--- src/rtl/mem_port_arb.sv ---
// Single-port memory arbiter between instruction fetch and data access, with fetch flush (kill) handling.
// Optional fetch starvation guard enabled by defining MEM_PORT_ARB_STARVE_GUARD_EN.
module mem_port_arb #(
    parameter int ADDR_W       = 32,
    parameter int DATA_W       = 32,
    parameter int STARVE_LIMIT = 4
) (
    input  logic                clk,
    input  logic                rst,
    input  logic                i_if_req,
    input  logic [ADDR_W-1:0]   i_if_addr,
    input  logic                i_branch_met,
    input  logic                i_data_req,
    input  logic                i_data_we,
    input  logic [ADDR_W-1:0]   i_data_addr,
    input  logic [DATA_W-1:0]   i_data_wdata,
    input  logic [DATA_W/8-1:0] i_data_be,
    output logic                o_mem_req,
    output logic                o_mem_we,
    output logic [ADDR_W-1:0]   o_mem_addr,
    output logic [DATA_W-1:0]   o_mem_wdata,
    output logic [DATA_W/8-1:0] o_mem_be,
    input  logic                i_mem_ready,
    input  logic [DATA_W-1:0]   i_mem_rdata,
    output logic                o_if_valid,
    output logic [DATA_W-1:0]   o_if_rdata,
    output logic                o_data_valid,
    output logic [DATA_W-1:0]   o_data_rdata,
    output logic                o_stall_r
);

    typedef enum logic [1:0] {
        IDLE,
        IF_ACC,
        DATA_ACC
    } state_t;

    state_t state;
    state_t state_nxt;
    logic   grant_if;
    logic   grant_data;
    logic   complete;
    logic   force_if;
    logic   kill;

    if (STARVE_LIMIT < 1 || STARVE_LIMIT > 15) begin : g_bad_starve_limit
        $error("mem_port_arb: STARVE_LIMIT must be in 1..15");
    end

`ifdef MEM_PORT_ARB_STARVE_GUARD_EN
    logic [3:0] starve_cnt;

    // Counts back-to-back data grants that left a fetch waiting.
    always_ff @(posedge clk or negedge rst) begin
        if (!rst) begin
            starve_cnt <= '0;
        end else if (grant_if) begin
            starve_cnt <= '0;
        end else if (grant_data) begin
            if (!i_if_req) begin
                starve_cnt <= '0;
            end else if (starve_cnt != 4'hF) begin
                starve_cnt <= starve_cnt + 4'd1;
            end
        end
    end

    assign force_if = i_if_req && (starve_cnt >= 4'(STARVE_LIMIT));
`else
    assign force_if = 1'b0;
`endif

    always_ff @(posedge clk or negedge rst) begin
        if (!rst) begin
            state <= IDLE;
        end else begin
            state <= state_nxt;
        end
    end

    always_comb begin
        state_nxt  = state;
        grant_if   = 1'b0;
        grant_data = 1'b0;
        complete   = 1'b0;
        case (state)
            IDLE: begin
                if (i_data_req && !force_if) begin
                    grant_data = 1'b1;
                    state_nxt  = DATA_ACC;
                end else if (i_if_req) begin
                    grant_if  = 1'b1;
                    state_nxt = IF_ACC;
                end
            end
            IF_ACC, DATA_ACC: begin
                if (i_mem_ready) begin
                    complete  = 1'b1;
                    state_nxt = IDLE;
                end
            end
            default: state_nxt = IDLE;
        endcase
    end

    // Bus fields are loaded at grant and held untouched until the completion strobe.
    always_ff @(posedge clk or negedge rst) begin
        if (!rst) begin
            o_mem_req    <= 1'b0;
            o_mem_we     <= 1'b0;
            o_mem_addr   <= '0;
            o_mem_wdata  <= '0;
            o_mem_be     <= '0;
            o_if_valid   <= 1'b0;
            o_if_rdata   <= '0;
            o_data_valid <= 1'b0;
            o_data_rdata <= '0;
            o_stall_r    <= 1'b0;
            kill         <= 1'b0;
        end else begin
            o_if_valid   <= 1'b0;
            o_data_valid <= 1'b0;
            o_stall_r    <= i_data_req && !((state == DATA_ACC) && i_mem_ready);
            if (grant_if) begin
                o_mem_req   <= 1'b1;
                o_mem_we    <= 1'b0;
                o_mem_addr  <= i_if_addr;
                o_mem_wdata <= '0;
                o_mem_be    <= '1;
            end else if (grant_data) begin
                o_mem_req   <= 1'b1;
                o_mem_we    <= i_data_we;
                o_mem_addr  <= i_data_addr;
                o_mem_wdata <= i_data_wdata;
                o_mem_be    <= i_data_be;
            end
            // A flushed fetch still finishes on the bus; only its valid pulse is dropped.
            if (complete) begin
                o_mem_req <= 1'b0;
                if (state == IF_ACC) begin
                    o_if_rdata <= i_mem_rdata;
                    o_if_valid <= !(kill || i_branch_met);
                    kill       <= 1'b0;
                end else begin
                    o_data_rdata <= i_mem_rdata;
                    o_data_valid <= 1'b1;
                end
            end else if ((state == IF_ACC) && i_branch_met) begin
                kill <= 1'b1;
            end
        end
    end

endmodule
--- config.mk ---
export PLATFORM = sky130hd
export DESIGN_NAME = mem_port_arb
export DESIGN_NICKNAME = d
export VERILOG_FILES = /design/src/rtl/mem_port_arb.sv
export SDC_FILE = /design/constraint.sdc
export NUM_CORES = 1
export LEC_CHECK = 0
export ABC_AREA = 1
export CAP_MARGIN = 30
export CORE_MARGIN = 4
export CORE_UTILIZATION = 38
export CTS_BUF_LIST = sky130_fd_sc_hd__clkbuf_2
export DETAILED_ROUTE_END_ITERATION = 6
export GPL_TIMING_DRIVEN = 0
export PLACE_DENSITY = 0.79
export SLEW_MARGIN = 30
export SYNTH_ARGS = -nofsm -noshare
export SYNTH_HDL_FRONTEND = slang
export SYNTH_SLANG_ARGS = --single-unit
--- constraint.sdc ---
create_clock -name clk -period 1.5 [get_ports clk]
set_input_delay 0.15 -clock clk [delete_from_list [all_inputs] [get_ports clk]]
set_output_delay 0.15 -clock clk [all_outputs]
set_load 0.01 [all_outputs]
Word level (Yosys, flattened, before mapping)
Cells that the tools add are included.

Flip-flop bits (word level): 140. Logic and storage cells: 62. Output and inout port bits: 137.

Multiplexer cells: 29. Reductions and logical operators: 15. Equality and inequality tests: 5. Bitwise operators: 1.

Operators with widths (count): 2-to-1 mux 32 bit (4); 2-to-1 mux 1 bit (19); 2-to-1 mux 4 bit (2); AND reduction 2 bit (4); 2-to-1 mux 2 bit (3); case mux 2 bit (2 select lines) (1); nonzero test 2 bit (2); logical AND 1 bit (3); != test 3 bit (second input constant) (1); nonzero test 3 bit (1); equality test 2 x 1 -> 1 bit (second input constant) (1); equality test 2 bit (second input constant) (1); logical NOT 1 bit (2); logical NOT 2 bit (1); != test 2 x 1 -> 1 bit (second input constant) (1); != test 2 bit (second input constant) (1); OR reduction 2 bit (1); logical OR 1 bit (1); NOT 1 bit (1).

Logic depth before layout (Yosys ltp)
Depth after elaboration: 5. Mapped depth: 9. Gate-level depth less buffers: 7.

Worst setup path before layout
OpenSTA, ideal clock, no wires.

Kind: register to register. Start point: register state[0]. End point: register o_if_rdata[24]. Setup slack: 0.044 ns. Library setup time: 0.130 ns. Cell stages (with the launch flop): 10. Data arrival time: 1.326 ns. Clock period less this slack: 1.456 ns. Required time: 1.370 ns. Cells stage by stage: dfrtp_1 -> inv_1 -> ha_1 -> nand2_1 -> inv_2 -> nand2_1 -> buf_4 -> buf_4 -> nand2_1 -> o21ai_0.

Word-level cells in the longest chain between the ends: 4. Elaborated cells on any way between the ends: 5. Classes of those cells: 2 x eq/ne; 1 x mux; 2 x reduce/logical.

RTL lines: from (decl) (line 38) `state_t state;`; from (signal assigned) (line 77) `state <= state_nxt;`; equality test 2 bit / equality test 2 x 1 -> 1 bit (equally long branches) (line 86, 140); OR reduction 2 bit (line 86) `case (state)`; 2-to-1 mux 1 bit (line 86); AND reduction 2 bit (no line) *; to (signal assigned) (line 141) `o_if_rdata <= i_mem_rdata;`; to (decl) (line 26) `output logic [DATA_W-1:0] o_if_rdata,`.

Mark *: on every way between the ends. The rest lies on a longest branch, timed or not. A chain may end at the register's enable or synchronous reset.

Worst setup path after layout
Start point: register state[1]. End point: register o_data_rdata[7].

Word-level cells in the longest chain between the ends: 4. Elaborated cells on any way between the ends: 6. Classes of those cells: 2 x eq/ne; 1 x mux; 1 x bitwise; 2 x reduce/logical.

RTL lines: equality test 2 bit / equality test 2 x 1 -> 1 bit (equally long branches) (line 86, 140); OR reduction 2 bit (line 86); 2-to-1 mux 1 bit (line 86); AND reduction 2 bit (no line) *; to (signal assigned) (line 145) `o_data_rdata <= i_mem_rdata;`; to (decl) (line 28) `output logic [DATA_W-1:0] o_data_rdata,`.

Marked as above.

==> flow_metrics.py <==
metrics = {
    "setup_path": {
        "r2r_setup_slack_ns": -0.03,
        "slowest_delay_ns": 0.42,
        "critPathRequiredTime_ns": 2.10,
        "timing.rr.start": "state[1]$_DFFE_PN0P_",
        "cp-startpoint": "state[1]$_DFFE_PN0P_",
        "crit_type": "reg2reg",
        "cpMostUsedCell": "nand2_4",
        "slowest_stage": "dfrtp_1",
        "arrival_ns": 2.13,
        "crit_fanout": 5,
        "r2r_cells": 9,
        "setup.worst_path.end_class": "flop",
        "crit_chain": "inv_2, ha_4, nand2_4, inv_4, nand2_4, buf_12, clkbuf_16, nand2_2, o21ai_1",
        "crit_path_start_kind": "flop",
        "r2r-end": "o_data_rdata[7]$_DFFE_PN0P_",
    },
    "place": {
        "port_buffers": 275,
        "place.gp.congestion": 0.839,
        "detailed_place_hpwl_mm": 13.3,
        "dp.cells": 1082,
    },
    "sta": {
        "timing.final.crit_period_ns": 1.53,
        "fin_crit_sh": 1.02,
        "max_slew_margin": 0.679,
        "tns_ns": -0.108,
        "rsz0062_at_grt": "true",
        "worst_clock_skew_ns": 0.0278,
        "setup_viol": 14,
        "hold_viol": 0,
        "max_clock_freq_mhz": 652,
        "worst_pin_slew_ns": 0.481,
        "worst_slack_ns": -0.0332,
        "finalMaxSlewViolations": 0,
    },
    "clock_tree": {
        "cts_buffers": 17,
        "clkTransAtPathRegs_ns": 0.21,
        "clockRootBuffer": "clkbuf_2",
        "tritoncts": "done",
        "clk_latency_ns": 0.70,
        "htree_levels": 4,
        "clockBufferDepth": 2,
        "cts_sinks": 140,
    },
    "floorplan": {
        "core-area_um2": 14600,
        "dieHeight_um": 130,
        "die_w_um": 130,
        "start_util": 0.389,
        "ios": 276,
        "dieArea_um2": 16900,
        "row_count": 44,
    },
    "hold_path": {
        "min_path_cells": 3,
        "hold_end": "o_mem_addr[1]$_DFFE_PN0P_",
        "hp-start": "i_if_addr[1]",
        "min_path_type": "in2reg",
    },
    "synthesis": {
        "synth.distinct_cells": 16,
        "synthTopCellsByArea": "dfrtp_1 (62%), nand2_1 (14%), nand3_1 (8.7%)",
        "ys_seq_area_frac": 0.618,
        "syn_area_um2": 5670,
        "synth_seq_cells": 140,
        "synthesis.nets": 766,
        "synth_top_area_share": 0.618,
        "synth.largest_area_cell": "dfrtp_1",
        "yosys_warnings": 0,
        "syn_area_per_cell_um2": 9.12,
        "netlist_instances": 622,
    },
    "cells_and_area": {
        "layout-drive-gt1-share": 0.337,
        "nNetsFinal": 1282,
        "final_cell_mix": "nand2_1 (169), dfrtp_1 (140), clkdlybuf4s50_1 (137)",
        "n_fill_cell": 854,
        "area_growth_pct": 99.5,
        "final_common_cell": "nand2_1",
        "final_cell_count_no_fill": 1337,
    },
    "route": {
        "drt-total-wl_mm": 24.4,
        "ant_nets": 0,
        "drt-initial-drc-count": 422,
        "drt_pass1_iterations": 5,
        "routedWlPerCell_um": 18.3,
        "via_per_inst": 5.00,
        "drcViolationCount": 0,
        "vias": 6684,
    },
    "global_routing": {
        "gr-total-overflow": 0,
        "first_global_vias": 6554,
        "grt_pass1_wl_mm": 32.5,
        "grt_max_degree": 84,
        "track_usage": 0.247,
        "antenna_found_initial": 1,
    },
    "power_and_ir_drop": {
        "p_per_area_nw_per_um2": 1840,
        "p_total_mw": 20.9,
        "ir_drop_uv": 842,
        "p_leak_nw": 5.74,
    },
    "outcome": {
        "violations": "setup timing",
        "status": "complete, but fails checks",
    },
    "job": {
        "maxCapViolations": 0,
    },
}
==> cells in the mapped netlist <==
cell,instances
nand2_1,218
dfrtp_1,140
nand3_1,99
inv_1,43
o21ai_0,37
o21ai_1,31
buf_2,15
buf_4,14
nor2_1,6
ha_1,5
buf_6,4
clkbuf_1,4
a21oi_1,2
inv_2,2
buf_1,1
nor2_2,1
==> kinds of logic (layout without fill, tap and decap cells) <==
family | Yosys count | in the layout | share of synthesized area
simple gates | 324 | 324 | 0.237
flops | 140 | 140 | 0.618
buf+inv | 83 | 612 | 0.0728
compound gates | 70 | 70 | 0.0618
fa+ha+maj | 5 | 5 | 0.0110
other cells | 0 | 2 | 0
==> layout make-up <==
class | count | area (um^2) | share of cell area
antenna | 2 | 5.00 | 0.000442
buffer | 38 | 404 | 0.0357
clock buffer | 19 | 95.1 | 0.00840
clock inverter | 13 | 173 | 0.0153
inverter | 45 | 174 | 0.0154
multi-input combinational | 399 | 2100 | 0.185
sequential | 140 | 3500 | 0.310
tap | 184 | 230 | 0.0203
timing repair buffer | 497 | 4640 | 0.410
==> power breakdown <==
| group | internal, mW | switching, mW | total [mW] |
|---|---|---|---|
| sequential | 5.51 | 1.19 | 6.70 |
| combinational | 6.13 | 5.53 | 11.7 |
| clock | 1.09 | 1.42 | 2.51 |
==> worst max-delay path, delay by kind of cell (launching register included) <==
kind                     cells  cell delay, ns
AND/OR/NAND/NOR              3            0.20
AO/OA/AOI/OAI                1            0.07
adder cells (fa/ha/maj)      1            0.28
flip-flops                   1            0.42
buffers and inverters        4            0.47
==> how the worst max path moves through the flow <==
stage                                    to  depth (start not counted)  slack, ns
2_1_floorplan    o_if_rdata[24]$_DFFE_PN0P_                          9       0.04
3_3_place_gp    o_mem_wdata[17]$_DFFE_PN0P_                          1      -5.38
3_5_place_dp   o_data_rdata[25]$_DFFE_PN0P_                          7      -0.27
4_1_cts                    o_data_rdata[27]                          1      -0.01
5_1_grt         o_data_rdata[7]$_DFFE_PN0P_                          9      -0.09
6_report        o_data_rdata[7]$_DFFE_PN0P_                          9      -0.03
==> registers in the layout, summed over array words and instances, names as in the netlist <==
name          cells
o_data_rdata     32
o_if_rdata       32
o_mem_addr       32
o_mem_wdata      32
o_mem_be          4
state             2
kill              1
o_data_valid      1
o_if_valid        1
o_mem_req         1
o_mem_we          1
o_stall_r         1
==> what timing repair did <==
| action | 4_1_cts | 5_1_grt |
|---|---|---|
| gates cloned | 1 | 9 |
| buffers inserted | 40 | 42 |
| hold buffers | 129 | 0 |
| endpoints found under the hold margin | 268 | 0 |
| endpoints found under the setup margin | 266 | 232 |
| pin swaps | 0 | 3 |
| resized for setup | 584 | 248 |
==> stage by stage <==
step	hold WS (ns)	utilization	instance area, um^2	setup slack (ns)
finish	0.0944	0.776	11300	-0.0332
global route	0.0176	0.776	11300	-0.0946
CTS	0.00602	0.684	9980	-0.0134
detailed placement	0.114	0.595	8690	-0.268
global placement	0.454	0.593	8650	-5.38
floorplan	-0.146	-	5670	0.0437
==> layer usage <==
metal | routed length (um) | up-vias | GRT usage
li1 | - | 3033 | -
met4 | 1030 | 0 | 0.114
met2 | 12900 | 347 | 0.420
met5 | 0 | - | 0
met1 | 8840 | 3213 | 0.291
met3 | 1680 | 91 | 0.0647
(Power assumes the default switching activity.)
